==> config.mk <==
export PLATFORM = sky130hd
export DESIGN_NAME = snake_dir_scheduler
export DESIGN_NICKNAME = d
export VERILOG_FILES = /design/src/rtl/cobra_key_pkg.sv /design/src/rtl/dir_queue.sv /design/src/rtl/snake_dir_scheduler.sv
export SDC_FILE = /design/constraint.sdc
export NUM_CORES = 1
export LEC_CHECK = 0
export ABC_AREA = 1
export CAP_MARGIN = 20
export CORE_AREA = 2 2 54 107
export CTS_CLUSTER_DIAMETER = 200
export CTS_CLUSTER_SIZE = 25
export DETAILED_ROUTE_END_ITERATION = 10
export DIE_AREA = 0 0 56 109
export PLACE_DENSITY = 0.75
export SYNTH_ARGS = -nofsm -noshare
export SYNTH_HDL_FRONTEND = slang
export SYNTH_SLANG_ARGS = --single-unit
==> constraint.sdc <==
create_clock -name Clk -period 2.1 [get_ports Clk]
set_input_delay 0.42 -clock Clk [delete_from_list [all_inputs] [get_ports Clk]]
set_output_delay 0.42 -clock Clk [all_outputs]
set_load 0.01 [all_outputs]
==> src/rtl/cobra_key_pkg.sv <==
// Shared types, HID keycode constants and key-mapping helpers for the
// snake direction scheduler.
package cobra_key_pkg;

  typedef enum logic [1:0] {
    DIR_UP    = 2'd0,
    DIR_RIGHT = 2'd1,
    DIR_DOWN  = 2'd2,
    DIR_LEFT  = 2'd3
  } dir_t;

  localparam logic [7:0] KC_NONE  = 8'h00;
  localparam logic [7:0] KC_W     = 8'h1A;
  localparam logic [7:0] KC_D     = 8'h07;
  localparam logic [7:0] KC_S     = 8'h16;
  localparam logic [7:0] KC_A     = 8'h04;
  localparam logic [7:0] KC_UP    = 8'h52;
  localparam logic [7:0] KC_RIGHT = 8'h4F;
  localparam logic [7:0] KC_DOWN  = 8'h51;
  localparam logic [7:0] KC_LEFT  = 8'h50;
  localparam logic [7:0] KC_SPACE = 8'h2C;

  // Opposite directions differ only in bit 1 of the encoding.
  function automatic logic is_opposite(dir_t a, dir_t b);
    return ((2'(a) ^ 2'(b)) == 2'b10);
  endfunction

  function automatic logic is_p1_key(logic [7:0] k);
    return (k == KC_W) || (k == KC_D) || (k == KC_S) || (k == KC_A);
  endfunction

  function automatic logic is_p2_key(logic [7:0] k);
    return (k == KC_UP) || (k == KC_RIGHT) || (k == KC_DOWN) || (k == KC_LEFT);
  endfunction

  // Direction for any movement key; unmapped codes return UP and are
  // expected to be masked by is_p1_key/is_p2_key.
  function automatic dir_t key_to_dir(logic [7:0] k);
    dir_t d;
    case (k)
      KC_W, KC_UP:    d = DIR_UP;
      KC_D, KC_RIGHT: d = DIR_RIGHT;
      KC_S, KC_DOWN:  d = DIR_DOWN;
      KC_A, KC_LEFT:  d = DIR_LEFT;
      default:        d = DIR_UP;
    endcase
    return d;
  endfunction

endpackage

==> src/rtl/dir_queue.sv <==
// Circular FIFO of 2-bit directions. A push into a full queue is accepted
// only when a pop happens in the same cycle; flush empties it immediately.
module dir_queue
  import cobra_key_pkg::*;
#(
  parameter int QDEPTH = 2,
  localparam int CW = $clog2(QDEPTH + 1)
) (
  input  logic          clk,
  input  logic          rst,
  input  logic          flush,
  input  logic          push,
  input  logic          pop,
  input  dir_t          push_dir,
  output dir_t          head,
  output dir_t          tail,
  output logic [CW-1:0] count,
  output logic          full,
  output logic          empty
);

  localparam int PW = (QDEPTH > 1) ? $clog2(QDEPTH) : 1;

  dir_t          mem [QDEPTH];
  logic [PW-1:0] wr_ptr;
  logic [PW-1:0] rd_ptr;
  logic [PW-1:0] last_ptr;
  logic [CW-1:0] cnt;
  logic          do_push;
  logic          do_pop;

  assign full     = (cnt == CW'(QDEPTH));
  assign empty    = (cnt == '0);
  assign do_pop   = pop && !empty;
  assign do_push  = push && (!full || do_pop);
  assign last_ptr = (wr_ptr == '0) ? PW'(QDEPTH - 1) : (wr_ptr - 1'b1);
  assign head     = mem[rd_ptr];
  assign tail     = mem[last_ptr];
  assign count    = cnt;

  // Control stage: pointers and occupancy
  always_ff @(posedge clk) begin
    if (rst || flush) begin
      wr_ptr <= '0;
      rd_ptr <= '0;
      cnt    <= '0;
    end else begin
      if (do_push)
        wr_ptr <= (wr_ptr == PW'(QDEPTH - 1)) ? '0 : (wr_ptr + 1'b1);
      if (do_pop)
        rd_ptr <= (rd_ptr == PW'(QDEPTH - 1)) ? '0 : (rd_ptr + 1'b1);
      case ({do_push, do_pop})
        2'b10:   cnt <= cnt + 1'b1;
        2'b01:   cnt <= cnt - 1'b1;
        default: cnt <= cnt;
      endcase
    end
  end

  // Data stage: storage, left unreset since occupancy gates every read
  always_ff @(posedge clk) begin
    if (!flush && do_push)
      mem[wr_ptr] <= push_dir;
  end

endmodule

==> src/rtl/snake_dir_scheduler.sv <==
// Keyboard-to-direction scheduler for two snake players: detects new key
// presses, maps them to players, filters duplicate/reversal turns, queues
// accepted turns and releases one per player on each step tick.
module snake_dir_scheduler
  import cobra_key_pkg::*;
#(
  parameter int         QDEPTH  = 2,
  parameter logic [1:0] P1_INIT = 2'd1,
  parameter logic [1:0] P2_INIT = 2'd3,
  localparam int        CW      = $clog2(QDEPTH + 1)
) (
  input  logic          Clk,
  input  logic          Reset,
  input  logic [15:0]   keycode,
  input  logic          game_en,
  input  logic          step_tick,
  output logic [1:0]    p1_dir,
  output logic [1:0]    p2_dir,
  output logic [CW-1:0] p1_pending,
  output logic [CW-1:0] p2_pending,
  output logic          pause_pulse,
  output logic          drop_pulse
);

  logic [15:0]   kc_p1;
  logic          game_en_p1;
  logic          en_rise;
  logic [7:0]    slot      [2];
  logic          new_press [2];

  dir_t          cur_dir   [2];
  dir_t          init_dir  [2];
  logic          cand_vld  [2];
  dir_t          cand_dir  [2];
  logic          slot_drop [2];
  dir_t          ref_dir   [2];
  logic          accept    [2];
  logic          pop       [2];
  logic          full_drop [2];

  dir_t          q_head    [2];
  dir_t          q_tail    [2];
  logic [CW-1:0] q_count   [2];
  logic          q_full    [2];
  logic          q_empty   [2];

  logic          pause_next;
  logic          drop_next;

  assign init_dir[0] = dir_t'(P1_INIT);
  assign init_dir[1] = dir_t'(P2_INIT);
  assign en_rise     = game_en && !game_en_p1;

  // Press detection: a byte is new only if absent from both previous slots
  always_comb begin
    slot[0] = keycode[7:0];
    slot[1] = keycode[15:8];
    for (int s = 0; s < 2; s++) begin
      new_press[s] = (slot[s] != KC_NONE) &&
                     (slot[s] != kc_p1[7:0]) &&
                     (slot[s] != kc_p1[15:8]);
    end
    pause_next = (new_press[0] && (slot[0] == KC_SPACE)) ||
                 (new_press[1] && (slot[1] == KC_SPACE));
  end

  // Per-player candidate selection, turn filter and queue handshake
  always_comb begin
    drop_next = 1'b0;
    for (int p = 0; p < 2; p++) begin
      logic c0;
      logic c1;
      c0 = new_press[0] && ((p == 0) ? is_p1_key(slot[0]) : is_p2_key(slot[0]));
      c1 = new_press[1] && ((p == 0) ? is_p1_key(slot[1]) : is_p2_key(slot[1]));
      cand_vld[p]  = c0 || c1;
      cand_dir[p]  = c0 ? key_to_dir(slot[0]) : key_to_dir(slot[1]);
      slot_drop[p] = game_en && c0 && c1;
      ref_dir[p]   = q_empty[p] ? cur_dir[p] : q_tail[p];
      accept[p]    = game_en && cand_vld[p] &&
                     (cand_dir[p] != ref_dir[p]) &&
                     !is_opposite(cand_dir[p], ref_dir[p]);
      pop[p]       = game_en && step_tick && !q_empty[p];
      full_drop[p] = accept[p] && q_full[p] && !pop[p];
      drop_next    = drop_next || slot_drop[p] || full_drop[p];
    end
  end

  for (genvar g = 0; g < 2; g++) begin : g_queue
    dir_queue #(.QDEPTH(QDEPTH)) u_queue (
      .clk      (Clk),
      .rst      (Reset),
      .flush    (!game_en),
      .push     (accept[g]),
      .pop      (pop[g]),
      .push_dir (cand_dir[g]),
      .head     (q_head[g]),
      .tail     (q_tail[g]),
      .count    (q_count[g]),
      .full     (q_full[g]),
      .empty    (q_empty[g])
    );
  end

  // Stage p1: previous keycode and game_en history for edge detection
  always_ff @(posedge Clk) begin
    if (Reset) begin
      kc_p1      <= '0;
      game_en_p1 <= 1'b1;
    end else begin
      kc_p1      <= keycode;
      game_en_p1 <= game_en;
    end
  end

  // Current directions: reload on enable rise, otherwise take popped head
  always_ff @(posedge Clk) begin
    for (int p = 0; p < 2; p++) begin
      if (Reset || en_rise)
        cur_dir[p] <= init_dir[p];
      else if (pop[p])
        cur_dir[p] <= q_head[p];
    end
  end

  // Registered single-cycle event pulses
  always_ff @(posedge Clk) begin
    if (Reset) begin
      pause_pulse <= 1'b0;
      drop_pulse  <= 1'b0;
    end else begin
      pause_pulse <= pause_next;
      drop_pulse  <= drop_next;
    end
  end

  assign p1_dir     = cur_dir[0];
  assign p2_dir     = cur_dir[1];
  assign p1_pending = q_count[0];
  assign p2_pending = q_count[1];

endmodule

## After elaboration in Yosys (flattened, before gate mapping)

Memories as Yosys holds them, arrays and structs flattened. A register that Yosys moved wholly into a read port is not among the register bits.
Cells that the tools add are included.

| word-level totals | value |
|---|---|
| register bits | 27 |
| memory bits (writable) | 12 |
| input port bits | 20 |
| output and inout bits | 10 |
| memories | 3 |

| operators by class | value |
|---|---|
| add/sub/neg operators | 10 |
| equality and inequality tests | 32 |
| mux-type cells | 32 |
| bitwise operators | 4 |
| reduce and logical (&&, ||, !) cells | 78 |

Memories:

| memory | depth | bits a word | read ports | clocked after Yosys merged registers in | wr ports | line | RTL |
|---|---|---|---|---|---|---|---|
| cur_dir | 2 | 2 | 2 | 0 | 2 | snake_dir_scheduler.sv:31 | `dir_t cur_dir [2];` |
| g_queue[0].u_queue.mem | 2 | 2 | 2 | 1 | 1 | dir_queue.sv:24 | `dir_t mem [QDEPTH];` |
| g_queue[1].u_queue.mem | 2 | 2 | 2 | 1 | 1 | dir_queue.sv:24 |  |

Operators by type and width:

| cell | number |
|---|---|
| $eq A8 B7 Y1 const B | 8 |
| $logic_and A1 B1 Y1 | 34 |
| $eq A8 B3 Y1 const B | 4 |
| $eq A8 B5 Y1 const B | 4 |
| $ne A8 B8 Y1 | 4 |
| $logic_or A1 B1 Y1 | 22 |
| $mux W1 | 22 |
| $eq A8 B6 Y1 const B | 2 |
| $reduce_bool A8 Y1 | 2 |
| $eq A2 B2 Y1 const B | 6 |
| $mux W2 | 6 |
| $pmux W2 S3 | 2 |
| $reduce_or A2 Y1 | 6 |
| $logic_not A1 Y1 | 10 |
| $pmux W2 S2 | 2 |
| $add A1 B1 Y1 const B | 4 |
| $add A2 B1 Y2 const B | 2 |
| $eq A2 B1 Y1 const B | 2 |
| $logic_not A2 Y1 | 2 |
| $ne A2 B2 Y1 | 2 |
| $reduce_bool A2 Y1 | 2 |
| $sub A2 B1 Y2 const B | 2 |
| $xor A2 B2 Y2 | 2 |
| $or A1 B1 Y1 | 2 |
| $sub A1 B1 Y1 const B | 2 |

## Logic depth before layout (Yosys ltp)

| depth | value |
|---|---|
| depth after elaboration | 15 |
| gate-level depth with buffers | 20 |
| depth with buffers taken out | 20 |

## By module

From an unflattened synthesis, not the netlist that was laid out.

| second synthesis, totals | value |
|---|---|
| cell total of the unflattened synthesis | 434 |
| area, all modules | 2653.8 um^2 |

By module, submodules not included:

| module | instances | cells an instance | area each (um^2) |
|---|---|---|---|
| snake_dir_scheduler | 1 | 326 | 1800.5 |
| dir_queue | 2 | 54 | 426.7 |

## Least setup slack after synthesis

OpenSTA, ideal clock, no wires.

| timing | value |
|---|---|
| path kind | input to register |
| start point | input keycode[3] |
| end point | register g_queue[0].u_queue.cnt[1] |
| setup time | 70 ps |
| arrival time | 2212 ps |
| data required time | 2030 ps |
| path slack | -182 ps |
| stages | 17 |
| buffers on the path | 1 |
| path through | buf_6 > nor2_2 > inv_2 > nor3_4 > inv_2 > nand4_4 > nand2_1 > nand3b_2 > nand3_2 > nor2_4 > inv_2 > ha_1 > inv_1 > nand2_1 > nor2_1 > o21ai_0 > a21oi_1 |

| between the ends | value |
|---|---|
| longest elaborated chain between the ends | 13 |
| elaborated cells on any way between the ends | 34 |

RTL lines:

| element | line | RTL |
|---|---|---|
| start: declaration | snake_dir_scheduler.sv:14 | `input logic [15:0] keycode,` |
| branches (longest 9 deep; another with $eq A8 B3 Y1) | - |  |
| $logic_and A1 B1 Y1 (*) | snake_dir_scheduler.sv:80 | `(cand_dir[p] != ref_dir[p]) &&` |
| $logic_and A1 B1 Y1 (*) | dir_queue.sv:35 | `assign do_push = push && (!full \|\| do_pop);` |
| $eq A2 B1 Y1 or $eq A2 B2 Y1 (tied branches) | dir_queue.sv:52 | `case ({do_push, do_pop})` |
| $pmux W2 S2 or $reduce_bool A2 Y1 (tied branches) | - |  |
| end signal: assignment | dir_queue.sv:53 | `2'b10: cnt <= cnt + 1'b1;` |
| end signal: assignment | dir_queue.sv:54 | `2'b01: cnt <= cnt - 1'b1;` |
| end signal: assignment | dir_queue.sv:55 | `default: cnt <= cnt;` |
| end: declaration | dir_queue.sv:28 | `logic [CW-1:0] cnt;` |

Mark *: on every way between the ends.
A chain may end at the register's enable or synchronous reset.

## Worst setup path after layout

| timing | value |
|---|---|
| start point | register kc_p1[15] |
| end point | register g_queue[1].u_queue.cnt[1] |

| between the ends | value |
|---|---|
| longest elaborated chain between the ends | 11 |
| elaborated cells on any way between the ends | 20 |

RTL lines:

| element | line | RTL |
|---|---|---|
| start: declaration | snake_dir_scheduler.sv:25 | `logic [15:0] kc_p1;` |
| start signal: assignment | snake_dir_scheduler.sv:110 | `kc_p1 <= keycode;` |
| $ne A8 B8 Y1 | snake_dir_scheduler.sv:61 | `(slot[s] != kc_p1[15:8]);` |
| $logic_and A1 B1 Y1 | snake_dir_scheduler.sv:60 | `(slot[s] != kc_p1[7:0]) &&` |
| $logic_and A1 B1 Y1 | snake_dir_scheduler.sv:73 | `c0 = new_press[0] && ((p == 0) ? is_p1_key(slot[0]) : is_p2_key(slot[0]));` |
| $mux W2 | snake_dir_scheduler.sv:76 | `cand_dir[p] = c0 ? key_to_dir(slot[0]) : key_to_dir(slot[1]);` |
| $xor A2 B2 Y2 | cobra_key_pkg.sv:25 | `return ((2'(a) ^ 2'(b)) == 2'b10);` |
| $eq A2 B2 Y1 | cobra_key_pkg.sv:25 |  |
| $logic_not A1 Y1 | snake_dir_scheduler.sv:81 | `!is_opposite(cand_dir[p], ref_dir[p]);` |
| $logic_and A1 B1 Y1 (*) | snake_dir_scheduler.sv:80 |  |
| $logic_and A1 B1 Y1 (*) | dir_queue.sv:35 |  |
| $eq A2 B1 Y1 or $eq A2 B2 Y1 (tied branches) | dir_queue.sv:52 |  |
| $pmux W2 S2 or $reduce_bool A2 Y1 (tied branches) | - |  |
| end signal: assignment | dir_queue.sv:53 |  |
| end signal: assignment | dir_queue.sv:54 |  |
| end signal: assignment | dir_queue.sv:55 |  |
| end: declaration | dir_queue.sv:28 |  |

Mark *: on every way between the ends. The rest lies on a longest branch, timed or not.

==> flow_summary.toml <==
[placement]
post-place-ws_ns = -0.880
finalWeightedCongestion = 0.881
hpwl_um = 5530
port_buffers = 29
placedCellCount = 522
place_area_um2 = 3500

[global_route]
grt-ovfl-total = 0
grt_usage = 0.275
grt_start_max_net_pins = 19
grt_first_pass_wirelength_um = 13200
grt_pass1_vias = 3055
grt_antenna_before_repair = 0

[pwr]
p_leak_nw = 1.84
powerDensity_nw_per_um2 = 441
p_total_mw = 1.76
irDropWorstVdd_mv = 0.457

[cells_and_area]
regArea_um2 = 962
final_cell_count_no_fill = 557
drive_above_1_share = 0.427
nFillCells = 396
antenna_cells = 0
nets = 518
final_cell_area_um2 = 3990
final_util = 0.750
area_delta_synth_final_pct = 51.4
multi_input_area_um2 = 1720

[sta]
final.setup_skew_ns = 0.00694
rsz0062_at_grt = "true"
slew_headroom = 0.698
setup_viol = 9
worst_pin_slew_ns = 0.448
min_period_over_period = 1.09
layout_min_cycle_time_ns = 2.29
finalHoldViolations = 0
fin_hold_ws_ns = 0.407
fin_ws_ns = -0.189
tns_ns = -0.634
fmax_ghz = 0.437
slew_violations = 0

[worst_setup_path]
worstPathMaxFanout = 4
critical_path_buf_inv_count = 2
crit_required_ns = 2.29
path_common_cell = "nand2_2"
crit_arrival_ns = 2.48
crit_type = "flip-flop to flip-flop"
crit_path_start_kind = "flip-flop"
cp-end-kind = "flip-flop"
critical_path.top_delay_family = "simple AND/OR/NAND/NOR gates"
cp_cell_sequence = "buf_6 > xnor2_1 > nand2_1 > nor2_2 > nand2_2 > nand4_1 > a21oi_4 > nand2_2 > nor2_4 > nand2_2 > ha_4 > inv_4 > nand2_2 > nor2_2 > o21ai_1 > a21oi_1"
critPathMaxStageDelay_ns = 0.37
critPathSlowestCell = "dfxtp_4"

[logic_synthesis]
ys_ff_latch = 41
synth-async-reset-ratio = 0
syn-num-nets = 399
synthFlopType = "dfxtp_1"
yosys-top-cells-count = "nand2_1, nor2_1, inv_1"
synth_warnings = 0
yosys.area.top_type = "dfxtp_1"
ys_top_cells_by_area = "dfxtp_1, nand2_1, edfxtp_1, nor2_1, xnor2_1"
synth_edf_count = 12
synthDistinctLibCells = 42
synthCells = 377
synth_most_common_cell = "nand2_1"
synth_top_area_share = 0.220
netlist_area_um2 = 2640
yosysSeqAreaShare = 0.357
synth.avg_cell_area_um2 = 6.99

[cts]
cts_tree = "yes"
cts_buffer_depth = 2
clock_sinks = 41
cts_root_buf = "clkbuf_8"
htreeDepth = 2
clk_latency_ns = 0.31
path_clk_slew_ns = 0.09
cts_buffers = 5

[floorplan]
core_um2 = 5330
ios = 30
die_h_um = 109
start_util = 0.495
die_area_um2 = 6100
fp.dieW_um = 56
rows = 38

[min_path]
hold_path.class = "input port to flip-flop"

[route]
dr_total_vias = 3016
wl_um = 8570
wire_per_inst_um = 15.4
route.detailed.drc = 0
first_iter_violations = 156
viasPerCell = 5.41
antenna_left = 0
dr.pass1.iters = 5

[outcome]
status = "complete, but fails checks"
failed_checks = "negative setup slack"

[run]
drv_cap = 0
[area by class of cell]
type,instances,share of cell area
Clock buffer,5,0.0172
Timing Repair Buffer,118,0.234
Tap cell,60,0.0188
Sequential cell,41,0.241
Inverter,55,0.0542
Multi-Input combinational cell,275,0.430
Clock inverter,3,0.00439
[worst reg2reg max path: stages (launching register included)]
cell,delay (ns)
dfxtp_4,0.37
buf_6,0.11
xnor2_1,0.11
nand2_1,0.09
nor2_2,0.05
nand2_2,0.08
nand4_1,0.20
a21oi_4,0.23
nand2_2,0.09
nor2_4,0.15
nand2_2,0.09
ha_4,0.28
inv_4,0.03
nand2_2,0.05
nor2_2,0.04
o21ai_1,0.13
a21oi_1,0.05
[layer usage]
| layer | global-route usage | up-vias | wire [µm] |
|---|---|---|---|
| li1 | - | 1430 | - |
| met2 | 0.529 | 134 | 4590 |
| met5 | 0 | - | 0 |
| met3 | 0.0415 | 54 | 385 |
| met4 | 0.150 | 0 | 436 |
| met1 | 0.275 | 1398 | 3160 |
[registers in the layout, indices dropped and copies added (netlist names), named ones only]
signal	cells
cur_dir	4
kc_p1	16
g_queue.u_queue.rd_ptr	2
g_queue.u_queue.wr_ptr	2
game_en_p1	1
pause_pulse	1
drop_pulse	1
g_queue.u_queue.count	4
g_queue.u_queue.mem	8
[cells by family (layout without fill, tap and decap cells)]
group / after synthesis / after routing / synth area share
AOI/OAI and AO/OA: 31 / 31 / 0.0693
xor gates and xnor gates: 24 / 24 / 0.0797
adders and majority gates: 2 / 2 / 0.00949
buffers and inverters: 61 / 181 / 0.0944
DFF: 41 / 41 / 0.357
muxes: 2 / 2 / 0.00759
and+or+nand+nor: 216 / 216 / 0.383
[timing repair]
action,4_1_cts,5_1_grt
hold buffers,0,0
resized for setup,126,27
setup endpoints to repair,15,13
cloned,0,0
buffers inserted,23,5
pin swaps,48,15
[cells in the final DEF, fill, tap and decap left out, types with 7 or more instances in the layout]
master	synthesis	layout
buf_4	1	77
nor2_4	3	10
xnor2_1	24	21
nor2_2	4	10
clkdlybuf4s50_1	0	13
nand3_2	3	7
nand3_1	14	7
a21oi_1	12	12
nand4_1	12	12
inv_1	43	30
inv_2	12	21
nor2_1	58	45
dfxtp_1	29	20
nand2_1	102	86
edfxtp_1	12	12
buf_2	1	16
nand2_2	4	17
o21ai_0	10	7
buf_6	2	10
[worst paths after layout]
check / depth (start not counted) / start / endpoint / slack, ns
setup / recovery: 16 / kc_p1[15] / g_queue[1].u_queue.count[1] / -0.19
setup reg to reg: 16 / kc_p1[15] / g_queue[1].u_queue.count[1] / -0.19
hold / removal: 3 / keycode[11] / kc_p1[11] / 0.41
hold reg to reg: 1 / g_queue[0].u_queue.rd_ptr / flip-flop / 0.47
[power breakdown]
group | switching [mW] | internal, mW
clock network | 0.301 | 0.230
registers | 0.0213 | 0.830
logic | 0.199 | 0.179
total | 0.522 | 1.24
No activity file was read; power rests on OpenSTA's default activity.
